$ cat src/rtl/logic_unit_pkg.sv
// rtl/logic_unit_pkg.sv - op codes and bitwise function shared by the pipe and its bench
package logic_unit_pkg;

  localparam int OP_W = 3;

  typedef enum logic [OP_W-1:0] {
    OP_AND, OP_OR, OP_XOR, OP_NAND, OP_NOR, OP_XNOR, OP_ANDN, OP_PASSA
  } op_e;

  // Single-bit gate; callers loop over operand bits so width stays a caller parameter.
  function automatic logic logic_fn(op_e op, logic a, logic b);
    case (op)
      OP_AND:   logic_fn = a & b;
      OP_OR:    logic_fn = a | b;
      OP_XOR:   logic_fn = a ^ b;
      OP_NAND:  logic_fn = ~(a & b);
      OP_NOR:   logic_fn = ~(a | b);
      OP_XNOR:  logic_fn = ~(a ^ b);
      OP_ANDN:  logic_fn = a & ~b;
      default:  logic_fn = a;
    endcase
  endfunction

endpackage

$ cat src/rtl/pipe_slice.sv
// rtl/pipe_slice.sv - one elastic valid/ready register slice
module pipe_slice #(
  parameter int W = 9
) (
  input  logic         clk,
  input  logic         rst,
  input  logic         up_valid,
  input  logic [W-1:0] up_data,
  output logic         up_ready,
  output logic         dn_valid,
  output logic [W-1:0] dn_data,
  input  logic         dn_ready
);

  // Ready whenever empty or the content leaves this cycle; never looks at up_valid.
  assign up_ready = !dn_valid || dn_ready;

  always_ff @(posedge clk) begin
    if (rst) begin
      dn_valid <= 1'b0;
      dn_data  <= '0;
    end else if (up_ready) begin
      dn_valid <= up_valid;
      if (up_valid) dn_data <= up_data;
    end
  end

endmodule

$ cat src/rtl/logic_unit_pipe.sv
// rtl/logic_unit_pipe.sv - selectable bitwise logic unit behind an elastic pipeline
module logic_unit_pipe
  import logic_unit_pkg::*;
#(
  parameter int WIDTH  = 8,
  parameter int STAGES = 2,
  parameter int CNT_W  = 16
) (
  input  logic             clk,
  input  logic             rst,
  input  logic             in_valid,
  output logic             in_ready,
  input  logic [WIDTH-1:0] a,
  input  logic [WIDTH-1:0] b,
  input  logic [OP_W-1:0]  op,
  output logic             out_valid,
  input  logic             out_ready,
  output logic [WIDTH-1:0] y,
  output logic             y_zero,
  output logic [CNT_W-1:0] done_cnt
);

  logic [WIDTH-1:0]          fn;
  logic [STAGES:0]           valid;
  logic [STAGES:0]           ready;
  logic [STAGES:0][WIDTH:0]  data;

  always_comb begin
    fn = '0;
    for (int i = 0; i < WIDTH; i++) fn[i] = logic_fn(op_e'(op), a[i], b[i]);
  end

  // Index 0 is the producer side, index STAGES the consumer side.
  assign valid[0]      = in_valid;
  assign data[0]       = {~|fn, fn};
  assign ready[STAGES] = out_ready;
  assign in_ready      = ready[0];

  for (genvar i = 0; i < STAGES; i++) begin : g_slice
    pipe_slice #(.W(WIDTH + 1)) u_slice (
      .clk      (clk),
      .rst      (rst),
      .up_valid (valid[i]),
      .up_data  (data[i]),
      .up_ready (ready[i]),
      .dn_valid (valid[i+1]),
      .dn_data  (data[i+1]),
      .dn_ready (ready[i+1])
    );
  end

  assign out_valid = valid[STAGES];
  assign y         = data[STAGES][WIDTH-1:0];
  assign y_zero    = data[STAGES][WIDTH];

  always_ff @(posedge clk) begin
    if (rst)                        done_cnt <= '0;
    else if (out_valid && out_ready) done_cnt <= done_cnt + 1'b1;
  end

endmodule

$ cat config.mk
export PLATFORM = sky130hd
export DESIGN_NAME = logic_unit_pipe
export DESIGN_NICKNAME = d
export VERILOG_FILES = /design/src/rtl/logic_unit_pkg.sv /design/src/rtl/pipe_slice.sv /design/src/rtl/logic_unit_pipe.sv
export SDC_FILE = /design/constraint.sdc
export NUM_CORES = 1
export LEC_CHECK = 0
export ABC_AREA = 1
export ABC_CLOCK_PERIOD_IN_PS = 1910
export CAP_MARGIN = 5
export CORE_MARGIN = 1.5
export CORE_UTILIZATION = 30
export DETAILED_ROUTE_END_ITERATION = 16
export PLACE_DENSITY = 0.63
export SLEW_MARGIN = 10
export SYNTH_ARGS = -nofsm -noshare
export SYNTH_HDL_FRONTEND = slang
export SYNTH_SLANG_ARGS = --single-unit
$ cat constraint.sdc
create_clock -name clk -period 1.91 [get_ports clk]
set_input_delay 0.382 -clock clk [delete_from_list [all_inputs] [get_ports clk]]
set_output_delay 0.382 -clock clk [all_outputs]
set_load 0.05 [all_outputs]
---- Yosys cells after proc, flatten, opt, wreduce, memory -nomap -nowiden ----
Index checks and enable logic that the tools add are counted.
W data, S select, Z words.
cells by class
  reduce and logical (&&, ||, !) cells .... 10
  equality and inequality tests ........... 6
  multiply operators ...................... 0
  div/mod/pow operators ................... 0
  mux-type cells .......................... 8
  bitwise operators ....................... 64
  shift operators ......................... 0
  add/subtract/negate cells ............... 1
  order comparisons ....................... 0
operators by type and width
  cell                     number
  $pmux W1 S7              8
  $not A1 Y1               32
  $add A16 B1 Y16 const B  1
  $and A1 B1 Y1            16
  $eq A3 B3 Y1 const B     3
  $or A1 B1 Y1             8
  $reduce_or A8 Y1         1
  $xor A1 B1 Y1            8
  $eq A3 B2 Y1 const B     2
  $reduce_and A2 Y1        2
  $eq A3 B1 Y1 const B     1
  $logic_not A1 Y1         3
  $logic_not A3 Y1         1
  $logic_or A1 B1 Y1       2
  $logic_and A1 B1 Y1      1
word-level totals
  memory bits (writable) .................. 0
  register bits ........................... 36
  output and inout port bits .............. 27
  word-level logic and storage cells ...... 94
  memory bits (read-only) ................. 0
  latch bits .............................. 0
  memories ................................ 0

---- Depth between registers and ports, before layout ----
Gate-level depths: netlist of the first run.
  depth after elaboration ................. 5
  gate-level depth with buffers ........... 12
  depth with buffers taken out ............ 12

---- By module ----
From an unflattened synthesis of the first run, not the netlist that was laid out.
second synthesis, totals
  cell total of the unflattened synthesis .. 425
  area total of the unflattened synthesis .. 2720.1 µm²
by module, submodules not included
  module           area an instance (µm²)  cells an instance  sequential area each (µm²)  times used
  logic_unit_pipe  1776.7                  297                320.3                       1
  pipe_slice       471.7                   64                 200.2                       2

---- Least setup slack after synthesis of the first run ----
OpenSTA, ideal clock, no wires.
  kind .................................... register to register
  start point ............................. register g_slice[1].u_slice.dn_valid
  end point ............................... register g_slice[0].u_slice.dn_data[5]
  arrival ................................. 2043 ps
  cell stages (with the launch flop) ...... 7
  setup slack ............................. -250 ps
  clock period less this slack ............ 2160 ps
  library setup time ...................... 117 ps
  data required time ...................... 1793 ps
  cell sequence ........................... dfxtp_1 > nand3_1 > nand2_1 > inv_1 > clkbuf_1 > o221ai_1 > inv_1
between the ends
  cells in the longest elaborated chain, start to end .. 4
RTL lines
  item                                line                   text
  from (decl)                         pipe_slice.sv:10       output logic dn_valid,
  from (signal assigned)              pipe_slice.sv:23       dn_valid <= up_valid;
  $logic_not A1 Y1                    pipe_slice.sv:16       assign up_ready = !dn_valid || dn_ready;
  $logic_or A1 B1 Y1 (2 in a row)     pipe_slice.sv:16
  net in_ready                        logic_unit_pipe.sv:12  output logic in_ready,
  $reduce_and A2 Y1 (no source line)  --
  to (signal assigned)                pipe_slice.sv:24       if (up_valid) dn_data <= up_data;
  to (decl)                           pipe_slice.sv:11       output logic [W-1:0] dn_data,
The timed path passes the listed nets, and every way through them passes these cells.
A chain may end at the register's enable or synchronous reset.

---- Worst setup path in the final report of the first run ----
  start point ............................. register g_slice[1].u_slice.dn_valid
  end point ............................... output port out_valid
RTL lines
  item       line                   text
  to (decl)  logic_unit_pipe.sv:16  output logic out_valid,
No word-level cell between the ends.

==> results of run 1 <==
sequential cells by signal (all words and copies together) (netlist names):
register / flops
g_slice.u_slice.dn_data: 18
done_cnt: 16
g_slice.u_slice.dn_valid: 2
worst paths after layout:
path / from / end / cells after the start
worst max register to register: done_cnt[3] / done_cnt[15] / 9
worst min register to register: g_slice[0].u_slice.dn_data[7] / g_slice[1].u_slice.dn_data[7] / 2
worst min-delay path: g_slice[0].u_slice.dn_data[7] / g_slice[1].u_slice.dn_data[7] / 2
worst max-delay path: g_slice[1].u_slice.dn_valid / out_valid / 1
power by group:
group / leakage (nW) / switching (mW) / internal [mW]
logic: 1.32 / 0.269 / 0.222
registers: 0.294 / 0.0183 / 0.783
clock network: 0.0445 / 0.271 / 0.293
per-stage QoR:
step           utilization (%)  instance area [um2]  setup TNS, ns
3_5_place_dp              42.0                 3280          -1.43
2_1_floorplan                -                 2440              0
4_1_cts                   43.2                 3370              0
3_3_place_gp              42.0                 3280         -0.992
6_report                  44.0                 3440              0
5_1_grt                   44.0                 3440       -0.00135
per-layer routing:
layer | wire, um | up-vias | GRT usage (%)
li1 | - | 1330 | -
met1 | 2830 | 1107 | 18.0
met2 | 2630 | 51 | 22.5
met3 | 258 | 5 | 3.09
met4 | 54 | 0 | 3.66
met5 | 0 | - | 0
logic make-up (layout without fill, tap and decap cells):
group                    Yosys count  after routing
XOR/XNOR                           2              2
AO/OA/AOI/OAI                     63             63
buffers and inverters             71            151
AND/OR/NAND/NOR                  165            165
adder cells (fa/ha/maj)           25             25
flip-flops                        36             36
area by class of cell:
cell class | instances | area, um2
flip-flops and latches | 36 | 722
fillers | 788 | 4370
well taps | 102 | 128
inverters | 50 | 188
clock inverters | 1 | 7.51
repair buffers | 93 | 845
multi-input cells | 255 | 1460
clock buffers | 7 | 86.3
cell usage in the layout (no fill, tap or decap), drive strengths merged:
cell type	instances
ha	25
nor3b	2
clkdlybuf4s50	35
xor2	2
nor2	53
a211oi	1
dfxtp	36
nand3	28
clkinv	1
nand3b	7
nand4	13
o22ai	3
dlymetal6s2s	6
a21o	1
inv	49
clkbuf	7
nand2	55
clkinvlp	1
a21oi	23
nor3	7
o21ai	32
o21a	2
o221ai	1
buf	52
==> impl_metrics.toml, run 1 <==
[run_status]
outcome = "finished clean"

[timing]
setup_viol = 0
final_max_slew_viol_count = 0
holdWs_ns = 0.466
period_minus_slack_ns = 1.86
fin_skew_ns = 0.00958
maxSlewHeadroom_pct = 60.8
timing.fmax_mhz = 538
post-route-period-util_pct = 97.3
layout_setup_ws_ns = 0.0510
tightest_slew_ns = 0.587
rsz0062_at_grt = "true"
hold_viol = 0

[routing]
drt_first_iter_violations = 127
postRouteAntennaNets = 0
drt-total-wl_mm = 5.77
post-route-drc-count = 0
route.detailed.wl_per_inst_um = 10.6
vias_per_cell = 4.58
first_pass_iters = 4
num_vias = 2493

[place]
dp.cells = 536
place.gp.congestion = 0.830
dpl_worst_slack_ns = -0.259
dp_hpwl_mm = 4.58
port_buffers = 49

[grt]
grt_pass1_wl_mm = 9.80
gr-usage-all-layers_pct = 13.7
grt_max_degree = 26
grt_overflow = 0
grt_pass1_vias = 2308
antenna_found_initial = 0

[yosys]
synth-edff-count = 0
async_reset_ff_share_pct = 0
synth_most_common_cell = "nand2_1"
synth_nets = 410
synth_top_family_by_area = "simple AND/OR/NAND/NOR gates"
synth-seq-cells = 36
syn-mean-instance-area_um2 = 6.73
synthAdderAreaFrac_pct = 12.8
synth-xor-area-share_pct = 0.719
ys.flop_type = "dfxtp_1"
synthCells = 362
synth_top_area_cell = "dfxtp_1"
yosysSeqAreaShare_pct = 29.6
syn_area_mm2 = 0.00244
synth_simple_gate_area_share_pct = 30.8
ys_warn_count = 0
synthMuxAreaShare_pct = 0
synth_area_leaders = "dfxtp_1 (30%), ha_1 (13%), nand2_1 (8.3%)"
synth.top_cell.area_share_pct = 29.6
synth_cell_types = 29
ys_top_cells_by_count = "nand2_1 (54), nor2_1 (50), inv_1 (48), dfxtp_1 (36), o21ai_0 (31)"
synth_compound_area_share_pct = 13.7

[cts]
htreeDepth = 2
cts_buffers = 5
cts_hold_buf = 0
post_cts_buffers = 0
clk_pin_slew_ns = 0.07
cts_sinks = 36
clk_path_buf_depth = 2
tritoncts = "built"
cts_resized = 0
cts_root_buf = "clkbuf_8"
clock_latency_ns = 0.29

[floorplan]
placementRows = 32
initial_core_util_pct = 31.2
io_pins = 50
die_area_mm2 = 0.00867
die_h_um = 93.1
fp.dieW_um = 93.1
coreArea_mm2 = 0.00781

[setup_path]
required_ns = 1.53
crit_arrival_ns = 1.48
crit_type = "reg2out"
path_delay_family = "buffers and inverters"
cp.buffers_inverters = 1
rrSetupSlack_ns = 0.34
cp_max_fo = 4
cp-end-kind = "primary output"
crit_slowest_cell = "clkdlybuf4s50_1"
max_stage_delay_ns = 0.81
crit_path_cell_trace = "clkdlybuf4s50_1"
worstSetupStartpointType = "flip-flop"

[cells_and_area]
drive_gt1_share_pct = 17.6
antenna-diode-count = 0
fin_cells = 544
final_nets = 489
area.growth.synth_to_final_pct = 41.0

[hold_path]
hold_path.class = "reg2reg"

[pwr]
ir_worst_vdd_mv = 0.239
leakagePower_nw = 1.66
power.density_mw_per_mm2 = 540
power.total_mw = 1.86

[flow_run]
maxCapViolCount = 0
Power figures use the tool's default switching activity.
==> inputs of run 2 (changes only) <==
--- a/config.mk
+++ b/config.mk
@@ -10,6 +10,7 @@
 export CAP_MARGIN = 5
 export CORE_MARGIN = 1.5
 export CORE_UTILIZATION = 30
+export CTS_BUF_LIST = sky130_fd_sc_hd__clkbuf_8 sky130_fd_sc_hd__clkbuf_16
 export DETAILED_ROUTE_END_ITERATION = 16
 export PLACE_DENSITY = 0.63
 export SLEW_MARGIN = 10
==> impl_metrics.toml, run 2 (same netlist as run 1, synthesis figures left out) <==
[run_status]
outcome = "finished clean"

[place]
place.gp.congestion = 0.830
port_buffers = 49
dp_hpwl_mm = 4.58
dp.cells = 536
place_area_mm2 = 0.00328

[routing]
drt_first_iter_violations = 127
num_vias = 2504
post-route-drc-count = 0
first_pass_iters = 4
postRouteAntennaNets = 0
vias_per_cell = 4.60
drt-total-wl_mm = 5.76
route.detailed.wl_per_inst_um = 10.6

[floorplan]
fp.dieW_um = 93.1
die_h_um = 93.1
placementRows = 32
die_area_mm2 = 0.00867
initial_core_util_pct = 31.2
coreArea_mm2 = 0.00781
io_pins = 50

[grt]
antenna_found_initial = 0
gr-usage-all-layers_pct = 13.7
grt_pass1_wl_mm = 9.80
grt_overflow = 0
grt_max_degree = 26
grt_pass1_vias = 2308

[timing]
period_minus_slack_ns = 1.86
setup_viol = 0
fin_skew_ns = 0.00974
rsz0062_at_grt = "true"
maxSlewHeadroom_pct = 61.0
post-route-period-util_pct = 97.3
hold_viol = 0
timing.fmax_mhz = 538
tightest_slew_ns = 0.585
final_max_slew_viol_count = 0

[cells_and_area]
reg.largest.list = "g_slice.u_slice.dn_data (18), done_cnt (16), g_slice.u_slice.dn_valid (2)"
regMostFlops = "g_slice.u_slice.dn_data"
final_common_cell = "nand2_1"
fin_cells = 544
antenna-diode-count = 0
final_nets = 489
largest_register_ffs = 18
postLayoutCellArea_mm2 = 0.00344
layout_common_cells = "nand2_1 (52), buf_4 (49), inv_1 (47), nor2_1 (47)"
area.growth.synth_to_final_pct = 41.0
drive_gt1_share_pct = 17.6

[setup_path]
cp_max_fo = 4
crit_path_cell_trace = "clkdlybuf4s50_1"
path_delay_family = "buffers and inverters"
crit_slowest_cell = "clkdlybuf4s50_1"
crit_type = "reg2out"
max_stage_delay_ns = 0.81
crit_arrival_ns = 1.48
cp-end-kind = "primary output"
worstSetupStartpointType = "flip-flop"
cp.buffers_inverters = 1
required_ns = 1.53

[hold_path]
hold_path.class = "reg2reg"

[cts]
post_cts_buffers = 0
cts_sinks = 36
tritoncts = "built"
cts_root_buf = "clkbuf_8"
clock_latency_ns = 0.29
cts_buffers = 5
htreeDepth = 2
clk_path_buf_depth = 2
clk_pin_slew_ns = 0.07

[flow_run]
maxCapViolCount = 0

[pwr]
ir_worst_vdd_mv = 0.237
leakagePower_nw = 1.66
power.density_mw_per_mm2 = 539
## run 2: final cells by class
type	count	area (um2)
Inverter	50	188
Tap cell	102	128
Fill cell	788	4370
Clock buffer	6	82.6
Timing Repair Buffer	93	845
Sequential cell	36	722
Multi-Input combinational cell	255	1460
Clock inverter	2	11.3
## run 2: path summary, 6_finish.rpt
kind	startpoint	endpoint	slack, ns	cells past startpoint
worst min-delay path	g_slice[0].u_slice.dn_data[7]	g_slice[1].u_slice.dn_data[7]	0.47	2
worst min register to register	g_slice[0].u_slice.dn_data[7]	g_slice[1].u_slice.dn_data[7]	0.47	2
worst max register to register	done_cnt[3]	done_cnt[15]	0.34	9
worst max-delay path	g_slice[1].u_slice.dn_valid	out_valid	0.05	1
## run 2: repair_timing
| action | CTS | global route |
|---|---|---|
| setup endpoints to repair | 0 | 2 |
| gates resized for setup | 0 | 17 |
| hold buffers | 0 | 0 |
## run 2: where the power goes
part | switching, mW | internal [mW]
combinational | 0.269 | 0.222
sequential | 0.0184 | 0.783
clock | 0.271 | 0.288
total | 0.558 | 1.29
## run 2: metrics by stage
stage	setup TNS, ns	total power [mW]	hold slack (ns)	setup WS [ns]	utilization (%)
2_1_floorplan	0	1.10	0.430	0.0967	-
3_3_place_gp	-0.992	1.30	0.456	-0.206	42.0
3_5_place_dp	-1.43	1.30	0.460	-0.259	42.0
4_1_cts	0	1.86	0.470	0.0308	43.2
5_1_grt	-0.00135	1.96	0.511	-0.00135	44.0
6_report	0	1.85	0.468	0.0513	44.0
## run 2: per-layer routing
metal	share of wire, %	vias up	global-route usage, %	routed length (um)
met5	0	-	0	0
met4	0.94	0	3.66	54
met3	4.7	5	3.09	268
met2	46	55	22.5	2640
met1	49	1115	18.0	2800
li1	-	1329	-	-
==> inputs of run 3 (changes only) <==
--- a/config.mk
+++ b/config.mk
@@ -8,6 +8,7 @@
 export ABC_AREA = 1
 export ABC_CLOCK_PERIOD_IN_PS = 1910
 export CAP_MARGIN = 5
+export CORE_ASPECT_RATIO = 2
 export CORE_MARGIN = 1.5
 export CORE_UTILIZATION = 30
 export CTS_BUF_LIST = sky130_fd_sc_hd__clkbuf_8 sky130_fd_sc_hd__clkbuf_16
==> impl_metrics.toml, run 3 (same netlist as run 1, synthesis figures left out) <==
[timing]
tightest_slew_ns = 0.499
fin_skew_ns = 0.00594
period_minus_slack_ns = 1.82
setup_viol = 0
hold_viol = 0
tns_ns = 0
final_max_slew_viol_count = 0
maxSlewHeadroom_pct = 66.7
timing.fmax_mhz = 548
post-route-period-util_pct = 95.5

[routing]
vias_per_cell = 4.78
drt_first_iter_violations = 111
postRouteAntennaNets = 0
post-route-drc-count = 0
drt-total-wl_mm = 6.02
route.detailed.wl_per_inst_um = 11.1
num_vias = 2595
first_pass_iters = 4

[floorplan]
die_h_um = 130
io_pins = 50
die_area_mm2 = 0.00870
fp.dieW_um = 66.7
coreArea_mm2 = 0.00789
initial_core_util_pct = 30.9
placementRows = 46

[setup_path]
crit_type = "reg2out"
crit_slowest_cell = "clkdlybuf4s50_1"
max_stage_delay_ns = 0.81
crit_arrival_ns = 1.44
cp_max_fo = 3
cp-end-kind = "primary output"
path_delay_family = "buffers and inverters"
cp.buffers_inverters = 1
worstSetupStartpointType = "flip-flop"
required_ns = 1.53
crit_path_cell_trace = "clkdlybuf4s50_1"

[cells_and_area]
reg.largest.list = "g_slice.u_slice.dn_data (18), done_cnt (16), g_slice.u_slice.dn_valid (2)"
regMostFlops = "g_slice.u_slice.dn_data"
final_common_cell = "buf_4"
area.growth.synth_to_final_pct = 45.1
final_nets = 494
layout_common_cells = "buf_4 (59), nand2_1 (54), inv_1 (46)"
largest_register_ffs = 18
drive_gt1_share_pct = 19.9
fillers = 810
antenna-diode-count = 0
fin_cells = 543

[cts]
cts_root_buf = "clkbuf_16"
cts_hold_buf = 0
tritoncts = "built"
clk_pin_slew_ns = 0.06
clock_latency_ns = 0.28
htreeDepth = 2
clk_path_buf_depth = 2
cts_buffers = 5
cts_sinks = 36

[grt]
grt_pass1_vias = 2354
antenna_found_initial = 0
grt_pass1_wl_mm = 9.92
grt_max_degree = 26
gr-usage-all-layers_pct = 14.6
grt_overflow = 0

[hold_path]
hold_path.class = "reg2reg"

[flow_run]
maxCapViolCount = 0

[pwr]
ir_worst_vdd_mv = 0.329
power.density_mw_per_mm2 = 629
leakagePower_nw = 1.76
power.total_mw = 2.22

[place]
port_buffers = 49
place.gp.congestion = 0.904
dp.cells = 533
dp_hpwl_mm = 4.84

[run_status]
outcome = "finished clean"
run 3: cell types whose count changed in the layout (fill, tap and decap cells not counted), sizes merged:
| cell | before | now |
|---|---|---|
| buf | 52 | 62 |
| bufinv | 0 | 1 |
| clkbuf | 6 | 5 |
| clkdlybuf4s50 | 35 | 28 |
| clkinv | 1 | 2 |
| dlymetal6s2s | 6 | 8 |
| inv | 50 | 49 |
run 3: worst paths after layout:
check | start | end | slack (ns) | cells after the start
min | g_slice[0].u_slice.dn_data[7] | g_slice[1].u_slice.dn_data[7] | 0.46 | 2
min reg2reg | g_slice[0].u_slice.dn_data[7] | g_slice[1].u_slice.dn_data[7] | 0.46 | 2
max reg2reg | done_cnt[2] | done_cnt[15] | 0.30 | 9
max | done_cnt[10] | done_cnt[10] | 0.09 | 1
run 3: stage by stage:
step	area (um2)	hold slack (ns)	util, %	worst slack [ns]
6_report	3530	0.464	44.8	0.0855
3_5_place_dp	3280	0.456	41.6	-0.296
4_1_cts	3450	0.466	43.8	0.0314
5_1_grt	3530	0.483	44.8	-0.00521
3_3_place_gp	3280	0.451	41.6	-0.230
2_1_floorplan	2440	0.430	-	0.0967
run 3: report_power, final:
part / switching (mW) / total (mW) / internal, mW / leakage [nW]
logic: 0.271 / 0.497 / 0.226 / 1.39
registers: 0.0178 / 0.802 / 0.785 / 0.294
clock network: 0.310 / 0.923 / 0.612 / 0.0798
total: 0.599 / 2.22 / 1.62 / 1.76
run 3: final cells by class:
type                       count  area (um2)  share of cell area [%]
timing repair buffer          98         875                    24.7
inverter                      50         188                    5.31
tap                           96         120                    3.40
multi-input combinational    255        1460                    41.4
clock inverter                 3        42.5                    1.20
sequential                    36         722                    20.4
clock buffer                   5         125                    3.54
run 3: layer usage:
layer | up-vias | global-route usage [%] | share of wire (%)
met1 | 1186 | 13.3 | 36
met2 | 57 | 29.7 | 58
met3 | 11 | 1.88 | 2.9
li1 | 1341 | - | -
met5 | - | 0 | 0
met4 | 0 | 7.20 | 2.5
run 3: what timing repair did:
item / CTS / global route
pin swaps: 0 / 8
gates resized for setup: 1 / 22
endpoints found under the setup margin: 1 / 12
buffers inserted: 0 / 2
